$ cat src/rtl/spi_cmd_sequencer.sv
// Sequences queued SPI commands into an external SPI controller, one at a
// time, and returns each received word (or a timeout abort) through a
// response FIFO in the order the commands were accepted.
module spi_cmd_sequencer #(
  parameter int LENGTH_SEND_C     = 8,
  parameter int LENGTH_RECIEVED_C = 16,
  parameter int PERIPHERY_SELECT  = 2,
  parameter int DEPTH             = 4,
  parameter int TIMEOUT           = 40
) (
  input  logic                         clk,
  input  logic                         rst,
  input  logic                         cmd_valid,
  output logic                         cmd_ready,
  input  logic [LENGTH_SEND_C-1:0]     cmd_data,
  input  logic [PERIPHERY_SELECT-1:0]  cmd_cs,
  output logic                         spi_start,
  output logic [LENGTH_SEND_C-1:0]     spi_data_c,
  output logic [PERIPHERY_SELECT-1:0]  spi_cs,
  input  logic                         spi_done,
  input  logic [LENGTH_RECIEVED_C-1:0] spi_rx_data,
  output logic                         rsp_valid,
  input  logic                         rsp_ready,
  output logic [LENGTH_RECIEVED_C-1:0] rsp_data,
  output logic [PERIPHERY_SELECT-1:0]  rsp_cs,
  output logic                         rsp_err,
  output logic                         busy
);

  localparam int PTR_W = $clog2(DEPTH);
  localparam int CNT_W = PTR_W + 1;
  localparam int CMD_W = LENGTH_SEND_C + PERIPHERY_SELECT;
  localparam int RSP_W = LENGTH_RECIEVED_C + PERIPHERY_SELECT + 1;
  localparam logic [7:0]       TMO_LAST = 8'(TIMEOUT - 1);
  localparam logic [CNT_W-1:0] FULL_CNT = CNT_W'(DEPTH);

  typedef enum logic [1:0] {IDLE, ISSUE, WAIT, STORE} state_t;

  // Command FIFO storage: {cs, data}
  logic [CMD_W-1:0] cmd_mem_q [DEPTH];
  logic [PTR_W-1:0] cmd_wr_ptr_q, cmd_rd_ptr_q;
  logic [CNT_W-1:0] cmd_count_q;
  logic             cmd_push, cmd_pop;
  logic [CMD_W-1:0] cmd_head;

  // Response FIFO storage: {data, cs, err}
  logic [RSP_W-1:0] rsp_mem_q [DEPTH];
  logic [PTR_W-1:0] rsp_wr_ptr_q, rsp_rd_ptr_q;
  logic [CNT_W-1:0] rsp_count_q;
  logic             rsp_push, rsp_pop;
  logic [RSP_W-1:0] rsp_head;

  // Sequencer state
  state_t                       state_q, state_d;
  logic [7:0]                   tmo_q, tmo_d;
  logic [LENGTH_RECIEVED_C-1:0] rx_q, rx_d;
  logic                         err_q, err_d;
  logic [LENGTH_SEND_C-1:0]     spi_data_q, spi_data_d;
  logic [PERIPHERY_SELECT-1:0]  spi_cs_q, spi_cs_d;

  assign cmd_ready = (cmd_count_q != FULL_CNT);
  assign cmd_push  = cmd_valid && cmd_ready;
  assign cmd_head  = cmd_mem_q[cmd_rd_ptr_q];

  assign rsp_valid = (rsp_count_q != '0);
  assign rsp_pop   = rsp_valid && rsp_ready;
  assign rsp_head  = rsp_mem_q[rsp_rd_ptr_q];

  // Gate the head fields so stale storage never shows while the FIFO is empty
  assign rsp_data  = rsp_valid ? rsp_head[RSP_W-1 -: LENGTH_RECIEVED_C] : '0;
  assign rsp_cs    = rsp_valid ? rsp_head[PERIPHERY_SELECT:1] : '0;
  assign rsp_err   = rsp_valid & rsp_head[0];

  assign spi_start  = (state_q == ISSUE);
  assign busy       = (state_q != IDLE);
  assign spi_data_c = spi_data_q;
  assign spi_cs     = spi_cs_q;

  // Command FIFO storage write (no reset needed, validity tracked by count)
  always_ff @(posedge clk) begin
    if (cmd_push) cmd_mem_q[cmd_wr_ptr_q] <= {cmd_cs, cmd_data};
  end

  // Command FIFO pointers and occupancy; pointers wrap naturally at DEPTH
  always_ff @(posedge clk) begin
    if (rst) begin
      cmd_wr_ptr_q <= '0;
      cmd_rd_ptr_q <= '0;
      cmd_count_q  <= '0;
    end else begin
      if (cmd_push) cmd_wr_ptr_q <= cmd_wr_ptr_q + PTR_W'(1);
      if (cmd_pop)  cmd_rd_ptr_q <= cmd_rd_ptr_q + PTR_W'(1);
      case ({cmd_push, cmd_pop})
        2'b10:   cmd_count_q <= cmd_count_q + CNT_W'(1);
        2'b01:   cmd_count_q <= cmd_count_q - CNT_W'(1);
        default: cmd_count_q <= cmd_count_q;
      endcase
    end
  end

  // Response FIFO storage write
  always_ff @(posedge clk) begin
    if (rsp_push) rsp_mem_q[rsp_wr_ptr_q] <= {rx_q, spi_cs_q, err_q};
  end

  // Response FIFO pointers and occupancy
  always_ff @(posedge clk) begin
    if (rst) begin
      rsp_wr_ptr_q <= '0;
      rsp_rd_ptr_q <= '0;
      rsp_count_q  <= '0;
    end else begin
      if (rsp_push) rsp_wr_ptr_q <= rsp_wr_ptr_q + PTR_W'(1);
      if (rsp_pop)  rsp_rd_ptr_q <= rsp_rd_ptr_q + PTR_W'(1);
      case ({rsp_push, rsp_pop})
        2'b10:   rsp_count_q <= rsp_count_q + CNT_W'(1);
        2'b01:   rsp_count_q <= rsp_count_q - CNT_W'(1);
        default: rsp_count_q <= rsp_count_q;
      endcase
    end
  end

  // Sequencer registers
  always_ff @(posedge clk) begin
    if (rst) begin
      state_q    <= IDLE;
      tmo_q      <= '0;
      rx_q       <= '0;
      err_q      <= 1'b0;
      spi_data_q <= '0;
      spi_cs_q   <= '0;
    end else begin
      state_q    <= state_d;
      tmo_q      <= tmo_d;
      rx_q       <= rx_d;
      err_q      <= err_d;
      spi_data_q <= spi_data_d;
      spi_cs_q   <= spi_cs_d;
    end
  end

  // Next-state logic; a command is only issued when a response slot is free,
  // so STORE can always push without checking for room
  always_comb begin
    state_d    = state_q;
    tmo_d      = tmo_q;
    rx_d       = rx_q;
    err_d      = err_q;
    spi_data_d = spi_data_q;
    spi_cs_d   = spi_cs_q;
    cmd_pop    = 1'b0;
    rsp_push   = 1'b0;
    case (state_q)
      IDLE: begin
        if ((cmd_count_q != '0) && (rsp_count_q != FULL_CNT)) begin
          cmd_pop    = 1'b1;
          spi_data_d = cmd_head[LENGTH_SEND_C-1:0];
          spi_cs_d   = cmd_head[CMD_W-1 -: PERIPHERY_SELECT];
          state_d    = ISSUE;
        end
      end
      ISSUE: begin
        tmo_d   = '0;
        state_d = WAIT;
      end
      WAIT: begin
        if (spi_done) begin
          rx_d    = spi_rx_data;
          err_d   = 1'b0;
          state_d = STORE;
        end else if (tmo_q == TMO_LAST) begin
          rx_d    = '0;
          err_d   = 1'b1;
          state_d = STORE;
        end else begin
          tmo_d = tmo_q + 8'd1;
        end
      end
      STORE: begin
        rsp_push = 1'b1;
        state_d  = IDLE;
      end
      default: state_d = IDLE;
    endcase
  end

endmodule

$ cat config.mk
export PLATFORM = sky130hd
export DESIGN_NAME = spi_cmd_sequencer
export DESIGN_NICKNAME = d
export VERILOG_FILES = /design/src/rtl/spi_cmd_sequencer.sv
export SDC_FILE = /design/constraint.sdc
export NUM_CORES = 1
export LEC_CHECK = 0
export CAP_MARGIN = 20
export CORE_MARGIN = 2
export CORE_UTILIZATION = 30
export DETAILED_ROUTE_END_ITERATION = 10
export PLACE_DENSITY = 0.49
export SETUP_SLACK_MARGIN = 0.2
export SYNTH_ARGS = -nofsm -noshare
export SYNTH_HDL_FRONTEND = slang
export SYNTH_SLANG_ARGS = --single-unit
$ cat constraint.sdc
create_clock -name clk -period 5.31 [get_ports clk]
set_input_delay 0.7965 -clock clk [delete_from_list [all_inputs] [get_ports clk]]
set_output_delay 0.7965 -clock clk [all_outputs]
set_load 0.01 [all_outputs]
==> flow_summary.ini <==
[logic_synthesis]
ys_ff_latch = 169
synthCells = 429
ys_seq_area_share_pct = 67.9
ys_warn_count = 0
async_reset_ff_share_pct = 0
yosys.cell_types.count = 47
synth_edf_count = 116
netlist_area_um2 = 6690
syn_nets = 478
avgSynthCellArea_um2 = 15.6
synth-main-ff-cell = edfxtp_1

[setup_path]
crit_required_ps = 4510
critPathMaxFanout = 19
path_cells = mux4_2, and2_1, clkdlybuf4s50_1
arrival_ps = 2520
r2r-start = state_q[0]$_SDFFE_PP0P_
r2r_setup_slack_ps = 2530
start_kind = flip-flop
cp-endpoint = rsp_data[1]
cpPeakStageDelay_ps = 1010
crit_path_top_delay_cell = dfxtp_1
r2r_cells = 10
r2r_end = cmd_count_q[2]$_SDFFE_PP0P_
critPathKind = flip-flop to output port
crit_path_end_kind = output port

[sta]
rsz0062_at_grt = no
fin_ws_ps = 2000
finalHoldViolCount = 0
worstMarginPinSlew_ps = 1050
fin_tns_setup_ps = 0
period_needed_ps = 3310
skew_ps = 9.17
finalMaxSlewViolations = 0
min_period_over_period_pct = 62.4
max_slew_margin_pct = 29.9
finalSetupViolCount = 0
max_freq_ghz = 0.302

[final_layout]
design_area_um2 = 8180
post-route-util_pct = 37.5
antenna_cells = 0
area_delta_synth_final_pct = 22.4
final.fill_count = 2039
drive_above_1_share_pct = 13.3
nNetsFinal = 547

[placed_design]
post-place-ws_ps = 2390
hpwl_mm = 8.33
gp_congestion = 0.727
post_dp_cell_area_um2 = 7610
portBuffers = 63

[pwr]
total_power_mw = 3.65
vdd_ir_drop_max_mv = 0.169
leakage_nw = 2.70
power_density_nw_per_um2 = 446

[min_path]
hp-class = flip-flop to flip-flop
min_path_cells = 2

[floorplan]
start_util_pct = 30.7
io_pins = 64
rows = 54
design.core.area_um2 = 21800
die_area_um2 = 23500
die-width_um = 153
die_h_um = 153

[global_routing]
overflow = 0
grt_pass1_wl_mm = 21.4
met2_usage_pct = 20.5
grt.met3_usage_pct = 3.49
grt_max_degree = 42
antenna_found_initial = 0
grt_pass1_vias = 3950
met1_usage_pct = 14.2
top_usage_layer = met2
grt_usage_pct = 11.9

[clocking]
post_cts_buffers = 0
cts_tree = done
cts_sinks = 169
root_buffer = clkbuf_16
numCtsBuffers = 17
post_cts_resized = 0
cts-hold-fix-buffers = 0
htree_num_levels = 4
clkLatencyLatePin_ps = 420
clk_pin_slew_worst_paths_ps = 60
cts_buffer_depth = 2

[run]
cap_violations = 0

[route]
post_drt_wl_per_cell_um = 16.8
ant_nets = 0
vias = 3669
routed_wl_mm = 13.3
dr.pass1.iters = 4
drcViolationCount = 0
viasPerCell = 4.64
drt-initial-drc-count = 122

[outcome]
status = completed
[report_power, final]
group / internal (mW) / total (mW) / leakage [nW] / switching [mW]
registers: 1.55 / 1.66 / 1.48 / 0.111
clock network: 0.631 / 1.14 / 0.259 / 0.513
logic: 0.426 / 0.842 / 0.959 / 0.415
total: 2.61 / 3.65 / 2.70 / 1.04
[cells in the mapped netlist, drive strengths merged, types with 4 or more instances]
| cell | count | area (um^2) |
|---|---|---|
| nand4 | 4 | 25.0 |
| mux4 | 29 | 653 |
| clkbuf | 9 | 35.0 |
| dfxtp | 53 | 1060 |
| and3 | 4 | 25.0 |
| nor2 | 20 | 75.1 |
| nand2b | 6 | 37.5 |
| buf | 9 | 61.3 |
| and2 | 25 | 156 |
| a31oi | 4 | 25.0 |
| a22o | 17 | 149 |
| inv | 18 | 67.6 |
| o21ai | 8 | 40.0 |
| xor2 | 6 | 52.6 |
| xnor2 | 4 | 35.0 |
| ha | 16 | 200 |
| nand2 | 27 | 101 |
| or3 | 4 | 25.0 |
| edfxtp | 116 | 3480 |
| a21oi | 20 | 111 |
[critical path, delay by kind of cell (launching register included)]
kind	cells	cell delay [ps]
AND/OR/NAND/NOR	1	180
multiplexers	1	430
flip-flops	1	1010
buffers and inverters	1	470
[sequential cells by signal, indices dropped and copies added, names as in the netlist, named ones only]
register / cells
rsp_wr_ptr_q: 2
cmd_count_q: 3
state_q: 2
rsp_count_q: 3
spi_data_c: 8
rsp_rd_ptr_q: 2
tmo_q: 8
cmd_wr_ptr_q: 2
rsp_mem_q: 76
spi_cs: 2
cmd_mem_q: 40
rx_q: 16
cmd_rd_ptr_q: 2
err_q: 1
[area by class of cell]
cell class | count | area (um^2) | share of cell area [%]
multi-input cells | 224 | 1980 | 24.2
clock inverters | 11 | 85.1 | 1.04
repair buffers | 68 | 696 | 8.50
well taps | 280 | 350 | 4.28
inverters | 18 | 67.6 | 0.826
clock buffers | 21 | 460 | 5.63
flip-flops and latches | 169 | 4540 | 55.5
[metal layers]
layer,up-vias,wire length (um),part of all wire [%]
met5,-,0,0
met4,0,194,1.5
met3,13,520,3.9
met2,66,6720,50
met1,1832,5870,44
li1,1758,-,-
[worst min-delay path by stage]
stage	to	start	slack, ps
after global placement	rsp_mem_q[1][9]$_DFFE_PP_	rx_q[6]$_SDFFE_PP0P_	470
after floorplan	tmo_q[3]$_SDFFE_PP0P_	tmo_q[3]$_SDFFE_PP0P_	450
after detailed placement	spi_data_c[5]$_SDFFE_PP0P_	spi_data_c[5]$_SDFFE_PP0P_	460
final	spi_data_c[3]$_SDFFE_PP0P_	spi_data_c[3]$_SDFFE_PP0P_	470
after global routing	spi_data_c[4]$_SDFFE_PP0P_	spi_data_c[4]$_SDFFE_PP0P_	490
after CTS	spi_data_c[5]$_SDFFE_PP0P_	spi_data_c[5]$_SDFFE_PP0P_	480
[logic make-up (layout without fill, tap and decap cells)]
group | after synthesis | after routing | synth area share, %
fa+ha+maj | 18 | 18 | 3.59
mux | 31 | 31 | 10.1
xor+xnor | 10 | 10 | 1.31
compound gates | 60 | 60 | 6.17
flops | 169 | 169 | 67.9
buf+inv | 36 | 118 | 2.45
simple gates | 105 | 105 | 8.47
[through the flow]
step,instances,hold WS (ps)
floorplan,429,450
global placement,757,472
detailed placement,758,462
CTS,790,477
global route,791,493
finish,791,473
[layout by cell type, fill, tap and decap left out, types with 8 or more instances in the layout]
cell             instances
ha_1                    16
edfxtp_1               116
dfxtp_1                 53
a22o_1                  17
nor2_1                  20
clkbuf_16               17
nand2_1                 27
a21oi_1                 19
clkdlybuf4s50_1         63
and2_1                  25
o21ai_0                  8
mux4_2                  29
inv_1                   18
(Power assumes the default switching activity.)
